<file path="src/rtl/usb_tx_pkg.sv">
// Shared types and constants for the USB low/full speed bit-level transmitter.
// Line states, FSM encoding, SYNC/stuffing constants and the NRZI step helper.
package usb_tx_pkg;

  typedef enum logic [1:0] {
    SE0 = 2'b00,
    J   = 2'b01,
    K   = 2'b10
  } d_port_t;

  localparam logic [7:0] SYNC_PATTERN = 8'h80;
  localparam logic [2:0] STUFF_LIMIT  = 3'd6;

  typedef enum logic [2:0] {
    ST_IDLE,
    ST_SYNC,
    ST_DATA,
    ST_STUFF,
    ST_EOP_SE0,
    ST_EOP_J
  } tx_state_t;

  // NRZI: a 0 toggles the line between J and K, a 1 holds it.
  function automatic d_port_t nrzi_step(input d_port_t level, input logic tx_bit);
    if (tx_bit) return level;
    return (level == J) ? K : J;
  endfunction

endpackage

</file>
<file path="src/rtl/usb_tx_if.sv">
// SIE-side byte handshake plus line-state outputs of the USB transmitter.
// The transmitter takes the slave modport; the SIE/driver side takes master.
interface usb_tx_if;
  import usb_tx_pkg::*;

  logic [7:0] data;
  logic       valid;
  logic       ready;
  d_port_t    d;
  logic       oe;
  logic       active;

  modport master (
    output data,
    output valid,
    input  ready,
    input  d,
    input  oe,
    input  active
  );

  modport slave (
    input  data,
    input  valid,
    output ready,
    output d,
    output oe,
    output active
  );

endinterface

</file>
<file path="src/rtl/usb_tx_nrzi.sv">
// Bit-stuff run counter and NRZI line-level register of the USB transmitter.
// stuff_req is high when the bits already on the line end in a run of six 1s.
module usb_tx_nrzi
  import usb_tx_pkg::*;
(
  input  logic    clk,
  input  logic    reset_n,
  input  logic    clk_en,
  input  logic    tx_bit,
  input  logic    bit_valid,
  input  logic    clear,
  output d_port_t level,
  output logic    stuff_req
);

  logic [2:0] ones_cnt;

  // NOTE: state registers are written only with <= so every reader sees pre-edge values.
  always_ff @(posedge clk) begin
    if (!reset_n) begin
      level    <= J;
      ones_cnt <= '0;
    end else if (clk_en) begin
      if (clear) begin
        level    <= J;
        ones_cnt <= '0;
      end else if (bit_valid) begin
        level    <= nrzi_step(level, tx_bit);
        ones_cnt <= tx_bit ? ones_cnt + 3'd1 : 3'd0;
      end
    end
  end

  assign stuff_req = (ones_cnt == STUFF_LIMIT);

endmodule

</file>
<file path="src/rtl/usb_tx.sv">
// USB low/full speed bit-level transmitter: SYNC, bit-stuffed NRZI data, EOP.
// Optional low-speed keep-alive generation is enabled by USB_TX_KEEPALIVE_EN.
module usb_tx
  import usb_tx_pkg::*;
#(
  parameter int EOP_SE0_BITS = 2
) (
  input logic clk,
  input logic reset_n,
  input logic clk_en,
`ifdef USB_TX_KEEPALIVE_EN
  input logic keepalive,
`endif
  usb_tx_if.slave bus
);

  localparam logic [1:0] EOP_LAST = 2'(EOP_SE0_BITS);

  tx_state_t  state, state_n;
  logic [7:0] shreg, shreg_n;
  logic [2:0] bit_cnt, bit_cnt_n;
  logic [1:0] se0_cnt, se0_cnt_n;
  logic       ready_q;
  logic       capture;
  logic       tx_bit;
  logic       bit_valid;
  logic       nrzi_clear;
  d_port_t    line_level;
  logic       stuff_req;

`ifdef USB_TX_KEEPALIVE_EN
  logic ka_req;
  logic ka_mode, ka_mode_n;
  logic ka_serve;
`endif

  usb_tx_nrzi u_nrzi (
    .clk       (clk),
    .reset_n   (reset_n),
    .clk_en    (clk_en),
    .tx_bit    (tx_bit),
    .bit_valid (bit_valid),
    .clear     (nrzi_clear),
    .level     (line_level),
    .stuff_req (stuff_req)
  );

  // Each tick decides the bit that will be on the line after the edge;
  // state names describe what the line currently shows.
  always_comb begin
    // NOTE: every variable gets a default first so no path can infer a latch.
    state_n    = state;
    shreg_n    = shreg;
    bit_cnt_n  = bit_cnt;
    se0_cnt_n  = se0_cnt;
    capture    = 1'b0;
    tx_bit     = 1'b0;
    bit_valid  = 1'b0;
    nrzi_clear = 1'b0;
`ifdef USB_TX_KEEPALIVE_EN
    ka_mode_n  = ka_mode;
    ka_serve   = 1'b0;
`endif

    unique case (state)
      ST_IDLE: begin
        if (bus.valid) begin
          capture   = 1'b1;
          shreg_n   = bus.data;
          tx_bit    = SYNC_PATTERN[0];
          bit_valid = 1'b1;
          bit_cnt_n = 3'd1;
          state_n   = ST_SYNC;
        end
`ifdef USB_TX_KEEPALIVE_EN
        else if (ka_req) begin
          ka_serve  = 1'b1;
          ka_mode_n = 1'b1;
          se0_cnt_n = 2'd1;
          state_n   = ST_EOP_SE0;
        end
`endif
      end

      ST_SYNC: begin
        bit_valid = 1'b1;
        if (bit_cnt == 3'd0) begin
          // All eight SYNC bits are out; the first data bit follows directly.
          tx_bit    = shreg[0];
          shreg_n   = {1'b0, shreg[7:1]};
          bit_cnt_n = 3'd1;
          state_n   = ST_DATA;
        end else begin
          tx_bit    = SYNC_PATTERN[bit_cnt];
          bit_cnt_n = bit_cnt + 3'd1;
        end
      end

      ST_DATA, ST_STUFF: begin
        if (stuff_req) begin
          tx_bit    = 1'b0;
          bit_valid = 1'b1;
          state_n   = ST_STUFF;
        end else if (bit_cnt != 3'd0) begin
          tx_bit    = shreg[0];
          bit_valid = 1'b1;
          shreg_n   = {1'b0, shreg[7:1]};
          bit_cnt_n = bit_cnt + 3'd1;
          state_n   = ST_DATA;
        end else if (bus.valid) begin
          // Byte boundary with more data: the next byte starts without a gap.
          capture   = 1'b1;
          tx_bit    = bus.data[0];
          bit_valid = 1'b1;
          shreg_n   = {1'b0, bus.data[7:1]};
          bit_cnt_n = 3'd1;
          state_n   = ST_DATA;
        end else begin
          se0_cnt_n = 2'd1;
          state_n   = ST_EOP_SE0;
        end
      end

      ST_EOP_SE0: begin
        if (se0_cnt == EOP_LAST) begin
          state_n = ST_EOP_J;
        end else begin
          se0_cnt_n = se0_cnt + 2'd1;
        end
      end

      ST_EOP_J: begin
        nrzi_clear = 1'b1;
`ifdef USB_TX_KEEPALIVE_EN
        ka_mode_n  = 1'b0;
`endif
        state_n    = ST_IDLE;
      end

      default: state_n = ST_IDLE;
    endcase
  end

  // NOTE: the shift register is reset with the control state so a packet aborted
  // by reset leaves no stale byte behind.
  always_ff @(posedge clk) begin
    if (!reset_n) begin
      state   <= ST_IDLE;
      shreg   <= '0;
      bit_cnt <= '0;
      se0_cnt <= '0;
      ready_q <= 1'b0;
    end else begin
      ready_q <= clk_en & capture;
      if (clk_en) begin
        state   <= state_n;
        shreg   <= shreg_n;
        bit_cnt <= bit_cnt_n;
        se0_cnt <= se0_cnt_n;
      end
    end
  end

`ifdef USB_TX_KEEPALIVE_EN
  // The request is latched on any clk; it is only consumed on a serving tick.
  always_ff @(posedge clk) begin
    if (!reset_n) begin
      ka_req  <= 1'b0;
      ka_mode <= 1'b0;
    end else begin
      ka_req <= keepalive | (ka_req & ~(clk_en & ka_serve));
      if (clk_en) ka_mode <= ka_mode_n;
    end
  end
`endif

  always_comb begin
    unique case (state)
      ST_SYNC, ST_DATA, ST_STUFF: bus.d = line_level;
      ST_EOP_SE0:                 bus.d = SE0;
      default:                    bus.d = J;
    endcase
    bus.oe     = (state != ST_IDLE);
`ifdef USB_TX_KEEPALIVE_EN
    bus.active = (state != ST_IDLE) && !ka_mode;
`else
    bus.active = (state != ST_IDLE);
`endif
  end

  assign bus.ready = ready_q;

endmodule
</file>
<file path="src/flat_wrapper.sv">
// flat-port wrapper written by rule: the top's interface ports become plain ports
module usb_tx_flat import usb_tx_pkg::*;
#(
  parameter int EOP_SE0_BITS = 2
)
  (clk, reset_n, clk_en, bus_data, bus_valid, bus_ready, bus_d, bus_oe, bus_active);
  usb_tx_if bus_i ();
  input logic clk;
  input logic reset_n;
  input logic clk_en;
  input wire logic [$bits(bus_i.data)-1:0] bus_data;
  input wire logic [$bits(bus_i.valid)-1:0] bus_valid;
  output wire logic [$bits(bus_i.ready)-1:0] bus_ready;
  output wire logic [$bits(bus_i.d)-1:0] bus_d;
  output wire logic [$bits(bus_i.oe)-1:0] bus_oe;
  output wire logic [$bits(bus_i.active)-1:0] bus_active;
  assign bus_i.data = bus_data;
  assign bus_i.valid = bus_valid;
  assign bus_ready = bus_i.ready;
  assign bus_d = bus_i.d;
  assign bus_oe = bus_i.oe;
  assign bus_active = bus_i.active;
  usb_tx #(.EOP_SE0_BITS(EOP_SE0_BITS)) u_core (.clk(clk), .reset_n(reset_n), .clk_en(clk_en), .bus(bus_i));
endmodule
</file>
<file path="config.mk">
export PLATFORM = sky130hd
export DESIGN_NAME = usb_tx_flat
export DESIGN_NICKNAME = d
export VERILOG_FILES = /design/src/rtl/usb_tx_pkg.sv /design/src/rtl/usb_tx_if.sv /design/src/rtl/usb_tx_nrzi.sv /design/src/rtl/usb_tx.sv /design/src/flat_wrapper.sv
export SDC_FILE = /design/constraint.sdc
export NUM_CORES = 1
export LEC_CHECK = 0
export CORE_MARGIN = 1
export CORE_UTILIZATION = 55
export CTS_CLUSTER_SIZE = 40
export DETAILED_ROUTE_END_ITERATION = 12
export PLACE_DENSITY_LB_ADDON = 0.08
export SLEW_MARGIN = 10
export SYNTH_ARGS = -nofsm -noshare
export SYNTH_HDL_FRONTEND = slang
export SYNTH_SLANG_ARGS = --single-unit
</file>
<file path="constraint.sdc">
create_clock -name clk -period 4.9 [get_ports clk]
set_input_delay 0.735 -clock clk [delete_from_list [all_inputs] [get_ports clk]]
set_output_delay 0.735 -clock clk [all_outputs]
set_load 0.01 [all_outputs]
</file>
[Word level (Yosys, flattened, before mapping)]
Memories as Yosys holds them, arrays and structs flattened. A register that Yosys moved wholly into a read port is not among the register bits.
Cells that the tools add are included.
Widths: inputs -> output; s select.
Operators by class
  mux-type cells: 52
  reductions and logical operators: 15
  bitwise gates (word level): 1
  $lt $le $gt $ge: 1
  add/sub/neg operators: 3
  equality and inequality tests: 17
Operator list (count)
  $mux 3: 15
  $mux 8: 5
  $pmux 8 s3: 1
  $mux 1: 16
  $mux 2: 8
  $pmux 3 s4: 1
  $reduce_and 6->1: 2
  $ne 2x2->1 const B: 5
  $eq 3x3->1 const B: 3
  $pmux 3 s3: 1
  $reduce_bool 3->1: 3
  $pmux 2 s2: 2
  $add 3x1->3 const B: 2
  $eq 3x2->1 const B: 2
  $logic_not 3->1: 2
  $ne 3x2->1 const B: 2
  $reduce_and 3->1: 2
  $lt 3x4->1 const B: 1
  $ne 2x1->1 const B: 2
  $pmux 1 s2: 2
  $reduce_and 4->1: 1
  $reduce_bool 2->1: 2
  $eq 3x1->1 const B: 1
  $pmux 1 s3: 1
  7 further kinds: 7
Storage, ports and cells
  word-level logic and storage cells: 97
  memories: 1
  bits in registers: 22
  memory bits (read-only): 8
  bits of input ports: 12
Memory list
  (no name shown): depth 8, bits a word 1, rd ports 1, clocked after Yosys merged registers in 1, write ports 0, RTL line usb_tx.sv:94  | tx_bit = SYNC_PATTERN[bit_cnt];

[Logic depth before layout (Yosys ltp)]
Gate-level depths: netlist (run 1).
  depth in word-level cells: 12
  depth in mapped cells: 8
  mapped depth without buffers: 7

[Hierarchy]
From an unflattened synthesis (run 1), not the netlist that was laid out.
Unflattened totals
  cell total of the unflattened synthesis: 154
  area total of the unflattened synthesis: 1420.1 um^2
By module, submodules not included
  usb_tx: area each 1129.8 um^2, cells each 126, instances 1, sequential area each 360.3 um^2
  usb_tx_nrzi: area each 290.3 um^2, cells each 28, instances 1, sequential area each 100.1 um^2

[Least setup slack after synthesis (run 1)]
No wires, ideal clock.
  kind: flip-flop to output port
  from: register u_core.state[0]
  to: output port bus_d[0]
  stages on the path, launching flop included: 5
  arrival time: 1.226 ns
  required time: 4.165 ns
  path buffers: 1
  slack: 2.939 ns
  path through: dfxtp_1 > nor2_1 > or2_2 > clkbuf_1 > o21a_1
On the way
  word-level cells in the longest chain between the ends: 3
RTL lines
  start: declaration: RTL line usb_tx.sv:19  | tx_state_t state, state_n;
  start signal: assignment: RTL line usb_tx.sv:156  | state <= state_n;
  $eq 3x1->1 or $eq 3x2->1 (tied branches): RTL line usb_tx.sv:178  | unique case (state)
  $reduce_or 3->1: RTL line usb_tx.sv:178
  $pmux 2 s2 *: RTL line usb_tx.sv:178
  end: declaration: RTL line flat_wrapper.sv:14  | output wire logic [$bits(bus_i.d)-1:0] bus_d;
Every way passes the cells marked *; elsewhere a longest branch is shown, timed or not.

[Worst setup path in the final report (run 1)]
  from: register u_core.state[1]
  to: output port bus_d[0]
Same word-level chain as after synthesis.

==> impl_metrics.sql, run 1 <==
INSERT INTO impl_metrics (metric_group, metric, value, unit) VALUES
('outcome', 'run_status', 'finished clean', ''),
('worst_setup_path', 'register_to_register_path_depth', '7', ''),
('clock_network', 'post_cts_resized', '0', ''),
('power_and_ir_drop', 'internal_power', '0.3084', 'mW'),
('logic_synthesis', 'mappedNetlistNets', '169', ''),
('routing', 'detail_route.drc_violations', '0', ''),
('timing', 'fin_setup_tns', '0', 'ns'),
('logic_synthesis', 'postSynth.asyncResetShare', '0', '%'),
('routing', 'routedWlPerCell', '15.07', 'um'),
('power_and_ir_drop', 'vdd.ir_drop.worst', '0.1867', 'mV'),
('placed_design', 'io_buffers', '16', ''),
('logic_synthesis', 'total_standard_cell_area_after_synthesis', '0.001292', 'mm2'),
('global_route', 'pin_count_of_the_biggest_net_entering_global_routing', '21', ''),
('worst_setup_path', 'r2r_end', 'u_core.shreg[3]', ''),
('global_route', 'antenna_found_initial', '0', ''),
('die', 'die_y', '50.48', 'um'),
('logic_synthesis', 'post_synth_inst_count', '152', ''),
('finish', 'stdcell_count', '192', ''),
('logic_synthesis', 'ys_seq_area_share', '35.62', '%'),
('global_route', 'first_global_vias', '1052', ''),
('finish', 'count_of_inserted_antenna_diode_cells', '0', ''),
('worst_setup_path', 'critical_path.startpoint_type', 'flop', ''),
('min_path', 'min_path_type', 'flop to flop', ''),
('timing', 'maxSlewHeadroom', '30.05', '%'),
('worst_setup_path', 'crit_end', 'bus_d[0]', ''),
('finish', 'share_of_cells_above_drive_strength_1', '7.927', '%'),
('placed_design', 'place.detailed.hpwl', '2069', 'um'),
('min_path', 'timing.hold.worst_path_depth', '2', ''),
('die', 'std_cell_rows', '17', ''),
('logic_synthesis', 'synthTopCellsByCount', 'dfxtp_1 (23), nor2_1 (17), a211oi_1 (9), inv_1 (9), a21oi_1 (8)', ''),
('routing', 'detailroute.via_count', '1207', ''),
('logic_synthesis', 'ys_dominant_reg_cell', 'dfxtp_1', ''),
('logic_synthesis', 'ys_warn_count', '0', ''),
('routing', 'drt_iter0_markers', '43', ''),
('routing', 'drt_pre_antenna_iters', '6', ''),
('global_route', 'grt_pass1_wl', '4692', 'um'),
('placed_design', 'routabilityCongestion', '0.8862', ''),
('worst_setup_path', 'worstPathArrival', '2.27', 'ns'),
('finish', 'layout-area-overhead-vs-synth', '14.23', '%'),
('logic_synthesis', 'synth_cell_types', '45', ''),
('logic_synthesis', 'synth_most_common_cell', 'dfxtp_1', ''),
('clock_network', 'insertion_delay', '0.31', 'ns'),
('timing', 'min_period_over_period', '61.31', '%'),
('routing', 'antenna_left', '0', ''),
('clock_network', 'hold_buffers', '0', ''),
('timing', 'fin_skew', '0.008524', 'ns'),
('worst_setup_path', 'ff2ff_setup_slack', '2.64', 'ns'),
('timing', 'min_cycle_time_layout', '3.004', 'ns'),
('power_and_ir_drop', 'total_switching_power', '0.1581', 'mW'),
('worst_setup_path', 'critical_path.reg2reg.startpoint', 'u_core.bit_cnt[0]', ''),
('timing', 'hold_viol', '0', ''),
('clock_network', 'cts_made_buffers', '3', ''),
('die', 'dieArea', '0.002548', 'mm2'),
('die', 'die_width', '50.48', 'um'),
('worst_setup_path', 'critical_path.max_fanout', '14', ''),
('clock_network', 'cts.repair_timing.setup_buffer_count', '0', ''),
('clock_network', 'htree_num_levels', '1', ''),
('power_and_ir_drop', 'leakage_power_figure', '0.5289', 'nW'),
('flow_run', 'cap_violations', '0', ''),
('timing', 'rsz_0062_raised_after_global_routing', 'no', ''),
('worst_setup_path', 'crit_path_end_kind', 'output pin', ''),
('logic_synthesis', 'synth_top_cell_area_share', '35.62', '%'),
('clock_network', 'cts.root.buffer_cell', 'clkbuf_4', ''),
('power_and_ir_drop', 'power.density', '315.9', 'mW/mm2'),
('timing', 'drv_slew', '0', ''),
('finish', 'final_util', '66.74', '%'),
('worst_setup_path', 'critPathKind', 'flop to output pin', ''),
('worst_setup_path', 'timing.critical_path.required', '4.16', 'ns'),
('routing', 'routed_wirelength', '2893', 'um'),
('logic_synthesis', 'synth.avg_cell_area', '8.503', 'um2'),
('logic_synthesis', 'synth_enable_flop_cells', '0', '');
## placed cells by master, fill, tap and decap left out, drive strengths merged, types with 2 or more instances in the layout
| cell type | instances |
|---|---|
| or3 | 3 |
| o21a | 2 |
| a21oi | 9 |
| o21ai | 6 |
| or2b | 2 |
| a31o | 2 |
| nor2b | 3 |
| nor2 | 17 |
| nand2b | 6 |
| a31oi | 3 |
| nor3 | 8 |
| a211oi | 9 |
| clkdlybuf4s50 | 16 |
| clkbuf | 4 |
| a222oi | 7 |
| nand3 | 4 |
| inv | 9 |
| ha | 5 |
| dfxtp | 23 |
| nand2 | 5 |
| mux2i | 2 |
| a2111oi | 2 |
## registers in the layout, summed over array words and instances, names as in the netlist, named ones only
| signal | count |
|---|---|
| u_core.shreg | 8 |
| u_core.bit_cnt | 3 |
| u_core.state | 3 |
| u_core.u_nrzi.ones_cnt | 3 |
| u_core.se0_cnt | 2 |
| u_core.u_nrzi.level | 2 |
| u_core.bus.ready | 1 |
## layer usage
layer  wire length, um  share of wire, %  track usage, %  vias to the layer above
met5                 0                 0               0                        -
met4                34               1.2           5.556                        0
met3               131               4.5           3.939                        4
met2              1318                46           38.67                       32
met1              1409                49           33.02                      576
li1                  -                 -               -                      595
## power groups by stage
stage          Combinational [mW]  Clock (mW)  Sequential, mW
3_5_place_dp                0.151           0           0.230
5_1_grt                     0.167      0.0969           0.229
2_1_floorplan               0.114           0           0.221
3_3_place_gp                0.146           0           0.228
6_report                    0.152      0.0881           0.226
4_1_cts                     0.151      0.0879           0.226
## worst max-delay path: stages (launching register included)
cell and delay [ns]:
dfxtp_1 0.62, nor2_1 0.22, or2_2 0.44, o21a_1 0.21, clkdlybuf4s50_1 0.47
## how the worst min path moves through the flow
stage                          startpoint               to
final                     u_core.shreg[7]  u_core.shreg[7]
after detailed placement  u_core.shreg[7]  u_core.shreg[7]
after global placement    u_core.shreg[7]  u_core.shreg[7]
after floorplan           u_core.shreg[7]  u_core.shreg[7]
after global routing      u_core.shreg[7]  u_core.shreg[7]
after CTS                 u_core.shreg[7]  u_core.shreg[7]
## cells by family (layout without fill, tap and decap cells)
family	count (synthesis)	count (layout)	synth area share [%]
simple gates	57	57	24.49
mux	3	3	2.420
buf+inv	17	29	5.517
fa+ha+maj	5	5	4.840
flops	23	23	35.62
compound gates	47	47	27.11
## metrics by stage
step | hold slack, ns | setup WS [ns] | power, mW | cell area [um2]
floorplan | 0.4457 | 2.939 | 0.3346 | 1292
global placement | 0.4566 | 2.138 | 0.3745 | 1450
detailed placement | 0.4718 | 2.013 | 0.3810 | 1450
CTS | 0.4910 | 1.899 | 0.4651 | 1476
global route | 0.5183 | 1.767 | 0.4935 | 1476
finish | 0.4922 | 1.896 | 0.4665 | 1476
## cell type report
class                   count  area [um2]
multi-input cells         112       760.7
fillers                   202       735.7
repair buffers             16       160.2
well taps                  28       35.03
inverters                   9       33.78
clock buffers               4       26.28
flip-flops and latches     23       460.4
(Power assumes the default switching activity.)
==> inputs of run 2 (changes only) <==
--- a/config.mk
+++ b/config.mk
@@ -6,7 +6,7 @@
 export NUM_CORES = 1
 export LEC_CHECK = 0
 export CORE_MARGIN = 1
-export CORE_UTILIZATION = 55
+export CORE_UTILIZATION = 54
 export CTS_CLUSTER_SIZE = 40
 export DETAILED_ROUTE_END_ITERATION = 12
 export PLACE_DENSITY_LB_ADDON = 0.08
==> constraint.sdc (replaced) <==
create_clock -name clk -period 3.03 [get_ports clk]
set_input_delay 0.4545 -clock clk [delete_from_list [all_inputs] [get_ports clk]]
set_output_delay 0.4545 -clock clk [all_outputs]
set_load 0.01 [all_outputs]
==> impl_metrics.sql, run 2 (synthesized netlist as in run 1, its figures left out) <==
INSERT INTO impl_metrics (metric_group, metric, value, unit) VALUES
('die', 'initial_utilization', '57.87', '%'),
('global_route', 'grt_use_met3', '6.548', '%'),
('worst_setup_path', 'crit_path_top_delay_cell', 'dfxtp_1', ''),
('routing', 'detail_route.drc_violations', '0', ''),
('clock_network', 'clock_tree.buffer_depth', '2', ''),
('routing', 'antenna_left', '0', ''),
('timing', 'timing.final.setup_violations', '0', ''),
('finish', 'finish.net_count', '183', ''),
('finish', 'num-fill-cells', '193', ''),
('routing', 'vias_per_cell', '6.301', ''),
('worst_setup_path', 'crit_end', 'bus_d[0]', ''),
('finish', 'area.sequential', '460.4', 'um2'),
('worst_setup_path', 'critical_path.reg2reg.startpoint', 'u_core.state[1]', ''),
('placed_design', 'place.detailed.hpwl', '2066', 'um'),
('worst_setup_path', 'ff2ff_setup_slack', '0.87', 'ns'),
('die', 'dieArea', '0.002593', 'mm2'),
('timing', 'hold_viol', '0', ''),
('power_and_ir_drop', 'vdd.ir_drop.worst', '0.3335', 'mV'),
('clock_network', 'cts.root.buffer_cell', 'clkbuf_4', ''),
('global_route', 'track_usage', '24.56', '%'),
('routing', 'routedWlPerCell', '14.62', 'um'),
('finish', 'count_of_inserted_antenna_diode_cells', '0', ''),
('timing', 'timing_worst_slew_pin_value', '0.6792', 'ns'),
('worst_setup_path', 'timing.critical_path.required', '2.58', 'ns'),
('timing', 'fin_skew', '0.0007403', 'ns'),
('worst_setup_path', 'critPathKind', 'flop to output pin', ''),
('flow_run', 'cap_violations', '0', ''),
('worst_setup_path', 'crit_path_end_kind', 'output pin', ''),
('power_and_ir_drop', 'leakage_power_figure', '0.5340', 'nW'),
('global_route', 'antenna_found_initial', '0', ''),
('routing', 'detailroute.via_count', '1216', ''),
('timing', 'min_period_over_period', '89.02', '%'),
('min_path', 'min_path_type', 'flop to flop', ''),
('clock_network', 'insertion_delay', '0.30', 'ns'),
('clock_network', 'tritoncts', 'built', ''),
('global_route', 'pin_count_of_the_biggest_net_entering_global_routing', '21', ''),
('clock_network', 'clk_transition_reported_paths', '0.12', 'ns'),
('timing', 'rsz_0062_raised_after_global_routing', 'no', ''),
('finish', 'final_util', '66.44', '%'),
('global_route', 'groute.layer.met2.usage', '38.60', '%'),
('routing', 'routed_wirelength', '2822', 'um'),
('clock_network', 'hold_buffers', '0', ''),
('global_route', 'met1_usage', '33.33', '%'),
('worst_setup_path', 'register_to_register_path_depth', '5', ''),
('timing', 'fin_setup_tns', '0', 'ns'),
('finish', 'largest_register_ffs', '8', ''),
('worst_setup_path', 'critical_path.max_fanout', '14', ''),
('worst_setup_path', 'crit_chain', 'nor2_1 -> or2_2 -> o21a_1 -> clkdlybuf4s50_1', ''),
('die', 'die_y', '50.93', 'um'),
('timing', 'maxSlewHeadroom', '54.13', '%'),
('clock_network', 'cts.repair_timing.setup_buffer_count', '0', ''),
('global_route', 'grt_busiest_layer', 'met2', ''),
('worst_setup_path', 'worstSetupPathDepth', '4', ''),
('die', 'std_cell_rows', '17', ''),
('timing', 'drv_slew', '0', ''),
('worst_setup_path', 'crit_family', 'simple AND/OR/NAND/NOR gates', ''),
('finish', 'multi_input_area', '760.7', 'um2'),
('worst_setup_path', 'critical_path.startpoint_type', 'flop', ''),
('outcome', 'run_status', 'finished clean', ''),
('worst_setup_path', 'worstPathArrival', '2.24', 'ns'),
('placed_design', 'io_buffers', '16', ''),
('worst_setup_path', 'worstSetupStartpoint', 'u_core.state[1]', ''),
('clock_network', 'htree_num_levels', '1', ''),
('timing', 'clock.fmax', '370.7', 'MHz'),
('global_route', 'grt_pass1_wl', '4857', 'um'),
('clock_network', 'cts_made_buffers', '3', ''),
('finish', 'layout_commonest_cell', 'dfxtp_1', ''),
('die', 'die_width', '50.93', 'um'),
('finish', 'share_of_cells_above_drive_strength_1', '8.485', '%'),
('worst_setup_path', 'critical_path.max_stage_delay', '0.63', 'ns'),
('placed_design', 'routabilityCongestion', '0.9051', ''),
('finish', 'layout.cells.most_common_list', 'dfxtp_1 (23), nor2_1 (17), clkdlybuf4s50_1 (16)', ''),
('global_route', 'gr-total-overflow', '0', ''),
('finish', 'max_flop_register', 'u_core.shreg', ''),
('worst_setup_path', 'worst-path-buf-inv', '1', ''),
('global_route', 'first_global_vias', '1072', ''),
('finish', 'layout-area-overhead-vs-synth', '14.81', '%'),
('die', 'floorplan.io_pins', '17', ''),
('clock_network', 'cts_num_sinks', '23', ''),
('routing', 'drt_pre_antenna_iters', '4', ''),
('clock_network', 'post_cts_resized', '0', ''),
('die', 'area_of_the_core', '0.002233', 'mm2'),
('routing', 'drt_iter0_markers', '60', ''),
('power_and_ir_drop', 'power.density', '508.6', 'mW/mm2'),
('timing', 'min_cycle_time_layout', '2.697', 'ns');
run 2: changes by cell type in the layout (fill, tap and decap cells not counted), sizes merged:
| cell | change |
|---|---|
| buf | +1 |
run 2: how the worst min path moves through the flow:
stage,slack [ns],cells past startpoint,startpoint,to
2_1_floorplan,0.45,2,u_core.shreg[7],u_core.shreg[7]
3_3_place_gp,0.46,2,u_core.shreg[7],u_core.shreg[7]
3_5_place_dp,0.48,1,u_core.u_nrzi.level[1],u_core.u_nrzi.level[1]
4_1_cts,0.50,2,u_core.shreg[7],u_core.shreg[7]
5_1_grt,0.52,2,u_core.shreg[7],u_core.shreg[7]
6_report,0.50,2,u_core.shreg[7],u_core.shreg[7]
run 2: cell type report:
| class | count | share of cell area [%] |
|---|---|---|
| clock buffer | 4 | 1.771 |
| inverter | 9 | 2.277 |
| multi-input combinational | 112 | 51.26 |
| sequential | 23 | 31.03 |
| tap | 28 | 2.361 |
| timing repair buffer | 17 | 11.30 |
run 2: metrics by stage:
| step | instances | setup WS (ns) | power, mW | hold WS, ns | instance area [um2] |
|---|---|---|---|---|---|
| 6_report | 193 | 0.3325 | 0.7548 | 0.5010 | 1484 |
| 5_1_grt | 193 | 0.2108 | 0.8057 | 0.5196 | 1484 |
| 4_1_cts | 193 | 0.3374 | 0.7582 | 0.4995 | 1484 |
| 3_5_place_dp | 189 | 0.7042 | 0.6182 | 0.4812 | 1458 |
| 3_3_place_gp | 189 | 0.7874 | 0.6084 | 0.4562 | 1458 |
| 2_1_floorplan | 152 | 1.110 | 0.5411 | 0.4457 | 1292 |
run 2: worst reg2reg max path: cells and delay by family (launching register included):
kind	cells	cell delay [ns]
AOI/OAI and AO/OA	1	0.37
and+or+nand+nor	4	1.07
DFF	1	0.63
run 2: power breakdown:
part           internal, mW  total [mW]  switching, mW
clock network        0.0513       0.142         0.0902
logic                 0.116       0.248          0.132
registers             0.333       0.365         0.0319
run 2: metal layers:
| layer | share of wire (%) | up-vias | wire length [um] |
|---|---|---|---|
| met5 | 0 | - | 0 |
| met1 | 48 | 577 | 1347 |
| met2 | 47 | 35 | 1336 |
| li1 | - | 602 | - |
| met4 | 0.32 | 0 | 9 |
| met3 | 4.6 | 2 | 129 |
==> inputs of run 3 (changes only) <==
--- a/config.mk
+++ b/config.mk
@@ -10,6 +10,7 @@
 export CTS_CLUSTER_SIZE = 40
 export DETAILED_ROUTE_END_ITERATION = 12
 export PLACE_DENSITY_LB_ADDON = 0.08
+export SKIP_CTS_REPAIR_TIMING = 1
 export SLEW_MARGIN = 10
 export SYNTH_ARGS = -nofsm -noshare
 export SYNTH_HDL_FRONTEND = slang
==> results of run 3 <==
Same layout as run 2: the final DEF is identical, and so are final timing and power.
